## config.mk

```make
export PLATFORM = sky130hd
export DESIGN_NAME = fetch_queue_unit
export DESIGN_NICKNAME = d
export VERILOG_FILES = /design/src/rtl/fetch_queue_unit_pkg.sv /design/src/rtl/fetch_queue_unit_fifo.sv /design/src/rtl/fetch_queue_unit.sv
export SDC_FILE = /design/constraint.sdc
export NUM_CORES = 1
export LEC_CHECK = 0
export ABC_AREA = 1
export BUFFER_PORTS_ARGS = -buffer_cell sky130_fd_sc_hd__buf_2
export CAP_MARGIN = 20
export CORE_UTILIZATION = 40
export DETAILED_ROUTE_END_ITERATION = 7
export PLACE_DENSITY = 0.66
export SLEW_MARGIN = 15
export SYNTH_ARGS = -nofsm -noshare
export SYNTH_HDL_FRONTEND = slang
export SYNTH_SLANG_ARGS = --single-unit
```

## constraint.sdc

```tcl
create_clock -name clk_i -period 10.9 [get_ports clk_i]
set_input_delay 1.635 -clock clk_i [delete_from_list [all_inputs] [get_ports clk_i]]
set_output_delay 1.635 -clock clk_i [all_outputs]
set_load 0.005 [all_outputs]
```

## src/rtl/fetch_queue_unit_pkg.sv

```systemverilog
// fetch_queue_unit_pkg: shared constants, queue entry layout and JAL immediate extraction
package fetch_queue_unit_pkg;
  localparam int PC_W = 64;
  localparam int INST_W = 32;
  localparam logic [31:0] NOP_INST = 32'h00000013;
  localparam logic [6:0] OPC_JAL = 7'b1101111;
  typedef struct packed {
    logic [PC_W-1:0]   pc;
    logic [INST_W-1:0] inst;
    logic              fault;
    logic              pred_taken;
  } FetchEntry_t;
  function automatic logic [20:0] jal_imm(input logic [31:0] inst);
    return {inst[31], inst[19:12], inst[20], inst[30:21], 1'b0};
  endfunction
endpackage

```

## src/rtl/fetch_queue_unit_fifo.sv

```systemverilog
// fetch_fifo: synchronous show-ahead FIFO of fetch entries with clear taking priority
module fetch_fifo
  import fetch_queue_unit_pkg::*;
#(
  parameter int DEPTH = 4
) (
  input  logic                   clk_i,
  input  logic                   rst_i,
  input  logic                   push_i,
  input  logic                   pop_i,
  input  logic                   clear_i,
  input  FetchEntry_t            data_i,
  output FetchEntry_t            head_o,
  output logic [$clog2(DEPTH):0] count_o,
  output logic                   full_o,
  output logic                   empty_o
);
  localparam int AW = $clog2(DEPTH);
  localparam int CW = AW + 1;
  FetchEntry_t mem_q [DEPTH];
  logic [AW-1:0] rd_q, wr_q;
  logic [CW-1:0] cnt_q;
  logic do_push, do_pop;
  assign full_o  = cnt_q == CW'(DEPTH);
  assign empty_o = cnt_q == '0;
  assign count_o = cnt_q;
  assign head_o  = mem_q[rd_q];
  assign do_push = push_i && !full_o && !clear_i;
  assign do_pop  = pop_i && !empty_o && !clear_i;
  always_ff @(posedge clk_i) begin
    if (rst_i || clear_i) begin
      rd_q  <= '0;
      wr_q  <= '0;
      cnt_q <= '0;
    end else begin
      rd_q  <= do_pop ? rd_q + AW'(1) : rd_q;
      wr_q  <= do_push ? wr_q + AW'(1) : wr_q;
      cnt_q <= cnt_q + CW'(do_push) - CW'(do_pop);
    end
  end
  always_ff @(posedge clk_i) begin
    if (do_push) mem_q[wr_q] <= data_i;
  end
endmodule

```

## src/rtl/fetch_queue_unit.sv

```systemverilog
// fetch_queue_unit: instruction fetch front end with decoupling queue, redirect squash and static JAL prediction
module fetch_queue_unit
  import fetch_queue_unit_pkg::*;
#(
  parameter int                    DATA_WIDTH  = 64,
  parameter int                    INST_WIDTH  = 32,
  parameter int                    DEPTH       = 4,
  parameter logic [DATA_WIDTH-1:0] RESET_PC    = '0,
  parameter bit                    PREDICT_JAL = 1'b1
) (
  input  logic                  clk_i,
  input  logic                  rst_i,
  output logic                  imem_req_o,
  output logic [DATA_WIDTH-1:0] imem_addr_o,
  input  logic [INST_WIDTH-1:0] imem_inst_i,
  input  logic                  imem_fault_i,
  input  logic                  redirect_valid_i,
  input  logic [DATA_WIDTH-1:0] redirect_pc_i,
  output logic                  if_valid_o,
  input  logic                  if_ready_i,
  output logic [DATA_WIDTH-1:0] if_pc_o,
  output logic [INST_WIDTH-1:0] if_inst_o,
  output logic                  if_fault_o,
  output logic                  if_pred_taken_o
);
  localparam int CW = $clog2(DEPTH) + 1;
  logic [DATA_WIDTH-1:0] fetch_pc_q, fetch_pc_d, pend_pc_q, pend_pc_d, jal_target;
  logic pending_q, pending_d, pend_drop_q, pend_drop_d, halted_q, halted_d;
  logic [CW-1:0] count, occ;
  logic fifo_full, fifo_empty, issue, accept, jal_hit;
  logic [20:0] imm;
  FetchEntry_t entry, head;
  // in-flight request reserves a slot so the response can never overflow the queue
  assign occ        = count + CW'(pending_q);
  assign issue      = !halted_q && !redirect_valid_i && !fifo_full && occ < CW'(DEPTH);
  assign accept     = pending_q && !pend_drop_q && !redirect_valid_i;
  assign jal_hit    = PREDICT_JAL && accept && !imem_fault_i && imem_inst_i[6:0] == OPC_JAL;
  assign imm        = jal_imm(imem_inst_i);
  assign jal_target = pend_pc_q + {{(DATA_WIDTH-21){imm[20]}}, imm};
  assign entry      = '{pc: pend_pc_q, inst: imem_fault_i ? NOP_INST : imem_inst_i,
                        fault: imem_fault_i, pred_taken: jal_hit};
  assign imem_req_o      = issue && !rst_i;
  assign imem_addr_o     = fetch_pc_q;
  assign if_valid_o      = !fifo_empty;
  assign if_pc_o         = if_valid_o ? head.pc : '0;
  assign if_inst_o       = if_valid_o ? head.inst : '0;
  assign if_fault_o      = if_valid_o && head.fault;
  assign if_pred_taken_o = if_valid_o && head.pred_taken;
  always_comb begin
    fetch_pc_d  = redirect_valid_i ? redirect_pc_i :
                  jal_hit ? jal_target :
                  issue ? fetch_pc_q + DATA_WIDTH'(4) : fetch_pc_q;
    halted_d    = !redirect_valid_i && (halted_q || (accept && imem_fault_i));
    pending_d   = issue;
    pend_pc_d   = issue ? fetch_pc_q : pend_pc_q;
    pend_drop_d = issue ? jal_hit : pend_drop_q;
  end
  always_ff @(posedge clk_i) begin
    if (rst_i) begin
      fetch_pc_q  <= RESET_PC;
      pend_pc_q   <= '0;
      pending_q   <= 1'b0;
      pend_drop_q <= 1'b0;
      halted_q    <= 1'b0;
    end else begin
      fetch_pc_q  <= fetch_pc_d;
      pend_pc_q   <= pend_pc_d;
      pending_q   <= pending_d;
      pend_drop_q <= pend_drop_d;
      halted_q    <= halted_d;
    end
  end
  fetch_fifo #(.DEPTH(DEPTH)) u_fifo (
    .clk_i  (clk_i),
    .rst_i  (rst_i),
    .push_i (accept),
    .pop_i  (if_valid_o && if_ready_i),
    .clear_i(redirect_valid_i),
    .data_i (entry),
    .head_o (head),
    .count_o(count),
    .full_o (fifo_full),
    .empty_o(fifo_empty)
  );
endmodule

```

Word level (Yosys, flattened, before mapping)

Memory sizes are Yosys's and may differ from the RTL's. A register that Yosys moved wholly into a read port is not among the register bits.
Cells that the tools add are included.

Reductions and logical operators: 28
Magnitude comparators: 1
Muxes and demuxes: 10
Add/sub/neg operators: 7
Equal/unequal tests: 2

Operators by type and width:

| cell                                                             | count |
|---|---|
| 64-bit two-way mux                                               | 4 |
| 64-bit by 3-bit adder with 64-bit output (second input constant) | 1 |
| 64-bit adder                                                     | 1 |
| 32-bit two-way mux                                               | 2 |
| 1-bit logical AND                                                | 17 |
| 7-bit == test (second input constant)                            | 1 |
| 1-bit logical NOT                                                | 7 |
| 3-bit by 1-bit adder with 3-bit output                           | 2 |
| 2-bit by 1-bit adder with 2-bit output (second input constant)   | 2 |
| 2-bit two-way mux                                                | 2 |
| 3-bit == test (second input constant)                            | 1 |
| 3-bit logical NOT                                                | 1 |
| 3-bit < comparator (second input constant)                       | 1 |
| 3-bit nonzero test                                               | 1 |
| 3-bit by 1-bit subtractor with 3-bit output                      | 1 |
| 1-bit logical OR                                                 | 2 |
| 1-bit two-way mux                                                | 2 |

Memories: 1
Bits in writable memories: 392
Register bits: 138
Logic and storage cells: 57
Bits of input ports: 101

Memories:

| memory       | words | bits a word | read ports | clocked after memory_dff | wr ports | RTL line                    | text |
|---|---|---|---|---|---|---|---|
| u_fifo.mem_q | 4     | 98          | 1          | 1                        | 1        | fetch_queue_unit_fifo.sv:20 | `FetchEntry_t mem_q [DEPTH];` |

Longest topological paths before layout

Gate-level depths: netlist of run 1.

Word-level depth: 7
Depth in mapped cells: 18
Depth with buffers taken out: 18

Cells and area by module

From an unflattened synthesis of run 1, not the netlist that was laid out.

Cells, all modules: 3657
Area, all modules: 29045.4 um^2

Modules (own cells, without submodules):

| module           | area each (um^2) | cells an instance | instances |
|---|---|---|---|
| fetch_fifo       | 15010.6          | 1020              | 1 |
| fetch_queue_unit | 14034.7          | 2637              | 1 |

Worst setup path after synthesis of run 1

No wires, ideal clock.

Path kind: input port to flip-flop
From: input port redirect_valid_i
To: memory u_fifo.mem_q[0][0] (netlist name), enable pin
Path slack: 3.861 ns
Cell stages on the path: 6
Buffers on the path: 1
Arrival: 6.483 ns
Path through: buf_2 -> nor3_4 -> inv_1 -> nor2_1 -> inv_1 -> nor2_1

Longest elaborated chain between the ends: 6

RTL lines:

| item                                      | RTL line                                            | text |
|---|---|---|
| from (decl)                               | fetch_queue_unit.sv:17                              | `input logic redirect_valid_i,` |
| 1-bit logical NOT *                       | fetch_queue_unit_fifo.sv:28, fetch_queue_unit.sv:36 |  |
| 1-bit logical AND                         | fetch_queue_unit.sv:36                              | `assign accept = pending_q && !pend_drop_q && !redirect_valid_i;` |
| 1-bit logical AND                         | fetch_queue_unit_fifo.sv:28                         | `assign do_push = push_i && !full_o && !clear_i;` |
| 1-bit logical AND *                       | fetch_queue_unit_fifo.sv:28                         |  |
| via u_fifo.do_push                        | fetch_queue_unit_fifo.sv:23                         | `logic do_push, do_pop;` |
| 1-bit two-way mux *                       | fetch_queue_unit_fifo.sv:42                         | `if (do_push) mem_q[wr_q] <= data_i;` |
| 1-bit two-way mux (implied by the code) * | fetch_queue_unit_fifo.sv:42                         |  |
| to (decl)                                 | fetch_queue_unit_fifo.sv:20                         |  |

Mark *: on every way through the listed nets, which the timed path passes. The rest lies on a longest branch.

==> results_dict.tcl, run 1 <==
set metrics [dict create \
    status "complete, but fails checks" \
    violations "DRC" \
    vias 25450 \
    detail_route.wl_per_cell_um 19.69 \
    drtIter0Drc 2739 \
    grt_pass1_wl_um 139700 \
    switching_share 0.2706 \
    vias_per_cell 5.286 \
    die_w_um 269.7 \
    drtPass1Iterations 8 \
    areaGrowthSynthToFinish_pct 13.99 \
    cts_inserted_buffers 57 \
    finalCritPeriodShare 0.4757 \
    synthFlopType "edfxtp_1" \
    die_area_um2 72730 \
    crit_arrival_ns 3.55 \
    final_common_cell "nand2_1" \
    synth_seq_cells 532 \
    post_cts_buffers 0 \
    route.detailed.drc 4 \
    wirelength_um 94800 \
    fin_setup_tns_ns 0 \
    cp-end-kind "primary output" \
    cts-resized-gates 0 \
    ys_warn_count 0 \
    hpwl_um 68280 \
    seqPwrFrac 0.482 \
    drive_above_1_share 0.1100 \
    critPathMaxFanout 118 \
    postRouteAntennaNets 0 \
    setup_violations 0 \
    synthArstFlopShare 0 \
    hold_ws_ns 0.4971 \
    p_int_mw 3.532 \
    leakagePower_nw 13.92 \
    p_switching_mw 1.311 \
    numClockSinks 532 \
    crit_type "flop to primary output" \
    worstSkewPairLatency_ns 0.62 \
    worstPathRequired_ns 9.27 \
    startpoint_type "flop" \
    clk_pin_slew_ns 0.06 \
    grt_usage 0.2525 \
    cts_tree "built" \
    syn_area_per_cell_um2 7.907 \
    power.share.clock 0.397 \
    die_y_um 269.7 \
    root_buffer "clkbuf_16" \
    final_cell_mix "nand2_1 (753), nor2_1 (723), edfxtp_1 (392)" \
    antenna_found_initial 0 \
    synth_area_um2 28660 \
    fin_nets 4000 \
    gp_congestion 1.012 \
    grt_pass1_vias 23010 \
    p_per_area_nw_per_um2 148.2 \
    syn-num-nets 3797 \
    cts_htree_levels 2 \
    io_pins 265 \
    finalWorstPathRequiredPeriod_ns 5.186 \
    synth-edff-count 392 \
    power_frac_comb 0.121 \
    peakVddDrop_uv 96.92 \
    maxCapViolCount 0 \
    coreArea_um2 70510 \
    grt_max_degree 119 \
    hold_class "flop to flop" \
    synth_seq_area_share 0.5085 \
    ctsLongestPathBuffers 3 \
    start_util 0.4065 \
    max_slew_margin 0.2464 \
    postCtsHoldBufs 0 \
    fillers 6948 \
    num_rows 97 \
    port_buffers 264 \
    slew_viol_final 0 \
    fin_skew_ns 0.02701 \
    fmax_mhz 192.8 \
    worst_slew_pin_slew_ns 1.130 \
    grt_overflow 0 \
    netlist-cell-type-count 50 \
    hold_violations 0 \
    rsz0062_at_grt "false" \
    netlist_instances 3625 \
]
[per-stage QoR]
stage | utilization | cells | cell area, µm² | total power [mW] | setup WS, ns
CTS | 0.4630 | 4813 | 32650 | 4.857 | 5.617
global placement | 0.4366 | 4708 | 30790 | 2.942 | 5.710
finish | 0.4633 | 4815 | 32670 | 4.843 | 5.714
floorplan | - | 3625 | 28660 | 2.697 | 3.861
global route | 0.4633 | 4814 | 32670 | 5.021 | 5.423
detailed placement | 0.4366 | 4708 | 30790 | 2.945 | 5.668
[path summary, 6_finish.rpt]
kind / startpoint / to / slack (ns) / cells past startpoint
max reg2reg: pending_q / u_fifo.mem_q[1][92] / 7.50 / 7
max: flop / if_pc_o[37] / 5.71 / 5
min reg2reg: halted_q / halted_q / 0.50 / 2
min: halted_q / halted_q / 0.50 / 2
[cell type report]
cell class,count,area [µm²],area share
Tap cell,940,1176,0.03600
Timing Repair Buffer,286,1499,0.04588
Multi-Input combinational cell,2563,12090,0.3701
Clock inverter,33,331.6,0.01015
Sequential cell,532,14580,0.4463
Clock buffer,72,1528,0.04676
Inverter,388,1463,0.04477
Antenna cell,1,2.502,0.00007659
[synthesized netlist by cell type, types with 6 or more instances]
library cell  count  area, µm²
nand3b_1          7      52.55
o211ai_1          9      67.56
ha_1             69      863.3
a21oi_1         316       1582
nor3_1           38      190.2
xor2_1           39      341.6
dfxtp_1         140       2803
nand4_1          28      175.2
clkbuf_1        104      390.4
nand2_1         753       2826
or2_2            14      87.58
o22ai_1           6      37.54
xnor2_1          17      148.9
buf_1            17      63.81
buf_2            16      80.08
o21bai_1         15      112.6
o21ai_0         341       1707
edfxtp_1        392      11770
nand3_1         133      665.6
nor2_1          727       2729
inv_1           382       1434
[power by group through the flow]
stage               registers (mW)  clock network, mW  logic [mW]
detailed placement            2.37                  0       0.570
finish                        2.34               1.92       0.585
CTS                           2.33               1.95       0.574
global placement              2.37                  0       0.569
floorplan                     2.33                  0       0.370
global route                  2.34               2.03       0.650
[registers in the layout, indices dropped and copies added, names as in the netlist, named ones only]
| signal | count |
|---|---|
| pending_q | 1 |
| u_fifo.rd_q | 2 |
| pend_pc_q | 64 |
| u_fifo.wr_q | 2 |
| pend_drop_q | 1 |
| halted_q | 1 |
| u_fifo.count_o | 3 |
| u_fifo.mem_q | 392 |
| imem_addr_o | 64 |
[cells by family after synthesis]
group	share of synthesized area
compound gates	0.1255
xor+xnor	0.01711
fa+ha+maj	0.03152
buf+inv	0.07111
flops	0.5085
simple gates	0.2463
[layer usage]
metal / vias up / global-route usage / part of all wire / wire, µm
met4: 0 / 0.06429 / 0.023 / 2169
met5: - / 0 / 0 / 0
met3: 120 / 0.04925 / 0.095 / 9017
met1: 11860 / 0.3653 / 0.45 / 42280
li1: 12340 / - / - / -
met2: 1133 / 0.3852 / 0.44 / 41330
[critical path, stage by stage, from the launching register on]
cell and delay [ns]:
dfxtp_4 0.53, inv_4 0.58, buf_4 0.93, o21ai_0 0.21, a21oi_1 0.37, buf_2 0.19
Note: power is estimated with default switching activity, not from simulation.
==> inputs of run 2 (changes only) <==
clock period = 5 ns   (was 10.9 ns; I/O delays follow)
==> run 2 against run 1 <==
Against the previous run: cell count increased by 0.15%; global-route usage rose by 0.18 points; wire length grew 0.28%; register-to-register slack worse by 5.6 ns; worst setup slack got worse by 5.0 ns; via count rose by 0.66%; flip-flop and latch count unchanged; critical path type unchanged; the flow now finishes without violations; sequential power up 120%; cell area rose by 0.64%; combinational power increased by 120%; clock skew rose by 0.00074 ns; power rose by 120%.
==> results_dict.tcl, run 2 (same netlist as run 1, synthesis figures left out) <==
set metrics [dict create \
    status "completed" \
    cts_tree "built" \
    grt_overflow 0 \
    grt_pass1_wl_um 141400 \
    io_pins 265 \
    min_path_cells 3 \
    fin_area_um2 32880 \
    max_slew_margin 0.2858 \
    areaGrowthSynthToFinish_pct 14.71 \
    drtIter0Drc 2772 \
    hold_violations 0 \
    slew_viol_final 0 \
    finalCritPeriodShare 0.8499 \
    root_buffer "clkbuf_16" \
    path_cells "clkinv_2 > buf_4 > nor2_1 > o21ai_0 > a21oi_1 > buf_2" \
    die_y_um 269.7 \
    critPathMaxFanout 57 \
    num_rows 97 \
    ctsLongestPathBuffers 3 \
    die_area_um2 72730 \
    drive_above_1_share 0.1126 \
    drtPass1Iterations 6 \
    rr_endpoint "imem_addr_o[30]" \
    antenna_found_initial 0 \
    finalWorstPathRequiredPeriod_ns 4.249 \
    slowest_stage "clkinv_2" \
    worstSkewPairLatency_ns 0.64 \
    coreArea_um2 70510 \
    cts_htree_levels 2 \
    leakagePower_nw 14.00 \
    rsz0062_at_grt "false" \
    peakVddDrop_uv 250.6 \
    final_cell_mix "nand2_1 (753), nor2_1 (723), edfxtp_1 (392)" \
    startpoint_type "flop" \
    cts_inserted_buffers 57 \
    fin_skew_ns 0.02775 \
    maxCapViolCount 0 \
    die_w_um 269.7 \
    worstPathRequired_ns 4.25 \
    cp_num_buf_inv 3 \
    hold_class "input pin to flop" \
    p_per_area_nw_per_um2 325.9 \
    r2r_slack_ns 1.90 \
    grt_max_degree 134 \
    crit_type "flop to primary output" \
    vias_per_cell 5.314 \
    post_cts_buffers 0 \
    detail_route.wl_per_cell_um 19.71 \
    post-route-util 0.4663 \
    port_buffers 264 \
    finalPower_mw 10.72 \
    dpl_cell_area_um2 30920 \
    cp-end-kind "primary output" \
    diodes 0 \
    route.detailed.drc 0 \
    cts-resized-gates 0 \
    largest_reg_flops 392 \
    fmax_mhz 235.3 \
    postCtsHoldBufs 0 \
    wirelength_um 95060 \
    holdCritStartpoint "redirect_pc_i[5]" \
    postRouteAntennaNets 0 \
    reg2reg_depth 10 \
    holdPathEnd "imem_addr_o[5]" \
    path_delay_family "buffers and inverters" \
    crit_arrival_ns 3.50 \
    vias 25620 \
    clk_pin_slew_ns 0.06 \
    grt_pass1_vias 23200 \
    start_util 0.4065 \
    gp_congestion 0.9876 \
    top_register "u_fifo.mem_q" \
    fin_nets 4006 \
    numClockSinks 532 \
    worst_slew_pin_slew_ns 1.071 \
    regToRegStartpoint "pending_q" \
    grt_usage 0.2543 \
    hpwl_um 67540 \
    setup_violations 0 \
    max_stage_delay_ns 0.75 \
    final_common_cell "nand2_1" \
]
-- run 2: metrics by stage --
| stage | setup WS, ns | TNS [ns] | hold WS (ns) | instances |
|---|---|---|---|---|
| after floorplan | -1.154 | -452.20 | 0.4380 | 3625 |
| after global placement | 1.224 | 0 | 0.4631 | 4714 |
| after detailed placement | 1.219 | 0 | 0.4608 | 4714 |
| after CTS | 0.7633 | 0 | 0.3524 | 4821 |
| after global routing | 0.5319 | 0 | 0.3953 | 4822 |
| final | 0.7506 | 0 | 0.3889 | 4822 |
-- run 2: metal layers --
metal  global-route usage  vias to the layer above  part of all wire
li1                     -                    12370                 -
met4              0.08149                        0             0.030
met2               0.3846                     1124              0.44
met3              0.03482                      153             0.085
met5                    0                        -                 0
met1               0.3738                    11970              0.45
-- run 2: worst max path at each step --
stage                          start                 end  slack, ns  cells past startpoint
floorplan           redirect_valid_i  u_fifo.mem_q[0][0]      -1.15                      6
global placement     imem_inst_i[31]     imem_addr_o[25]       1.22                     12
detailed placement   imem_inst_i[31]     imem_addr_o[31]       1.22                     12
CTS                             flop         if_pc_o[43]       0.76                      6
global route                    flop         if_pc_o[22]       0.53                      6
finish                          flop         if_pc_o[18]       0.75                      6
-- run 2: where the power goes --
| group | total, mW | leakage, nW | switching (mW) | internal (mW) |
|---|---|---|---|---|
| registers | 5.09 | 4.76 | 0.216 | 4.87 |
| clock network | 4.37 | 0.940 | 1.85 | 2.52 |
| logic | 1.26 | 8.30 | 0.851 | 0.410 |
| total | 10.7 | 14.0 | 2.92 | 7.80 |
-- run 2: cell type report --
class	count	area [µm²]
fill	7020	37630
sequential	532	14580
multi-input combinational	2563	12090
timing repair buffer	292	1632
clock buffer	72	1503
inverter	388	1463
tap	940	1176
clock inverter	35	434.2
-- run 2: worst register-to-register path, cell delays in order, from the launching register on --
cell and delay (ns):
dfxtp_1 0.33, inv_1 0.08, nor3_4 0.21, nand3_2 0.49, inv_4 0.64, nor2_2 0.15
nand2_4 0.12, inv_2 0.17, buf_12 0.26, a21oi_1 0.39, a21oi_1 0.13
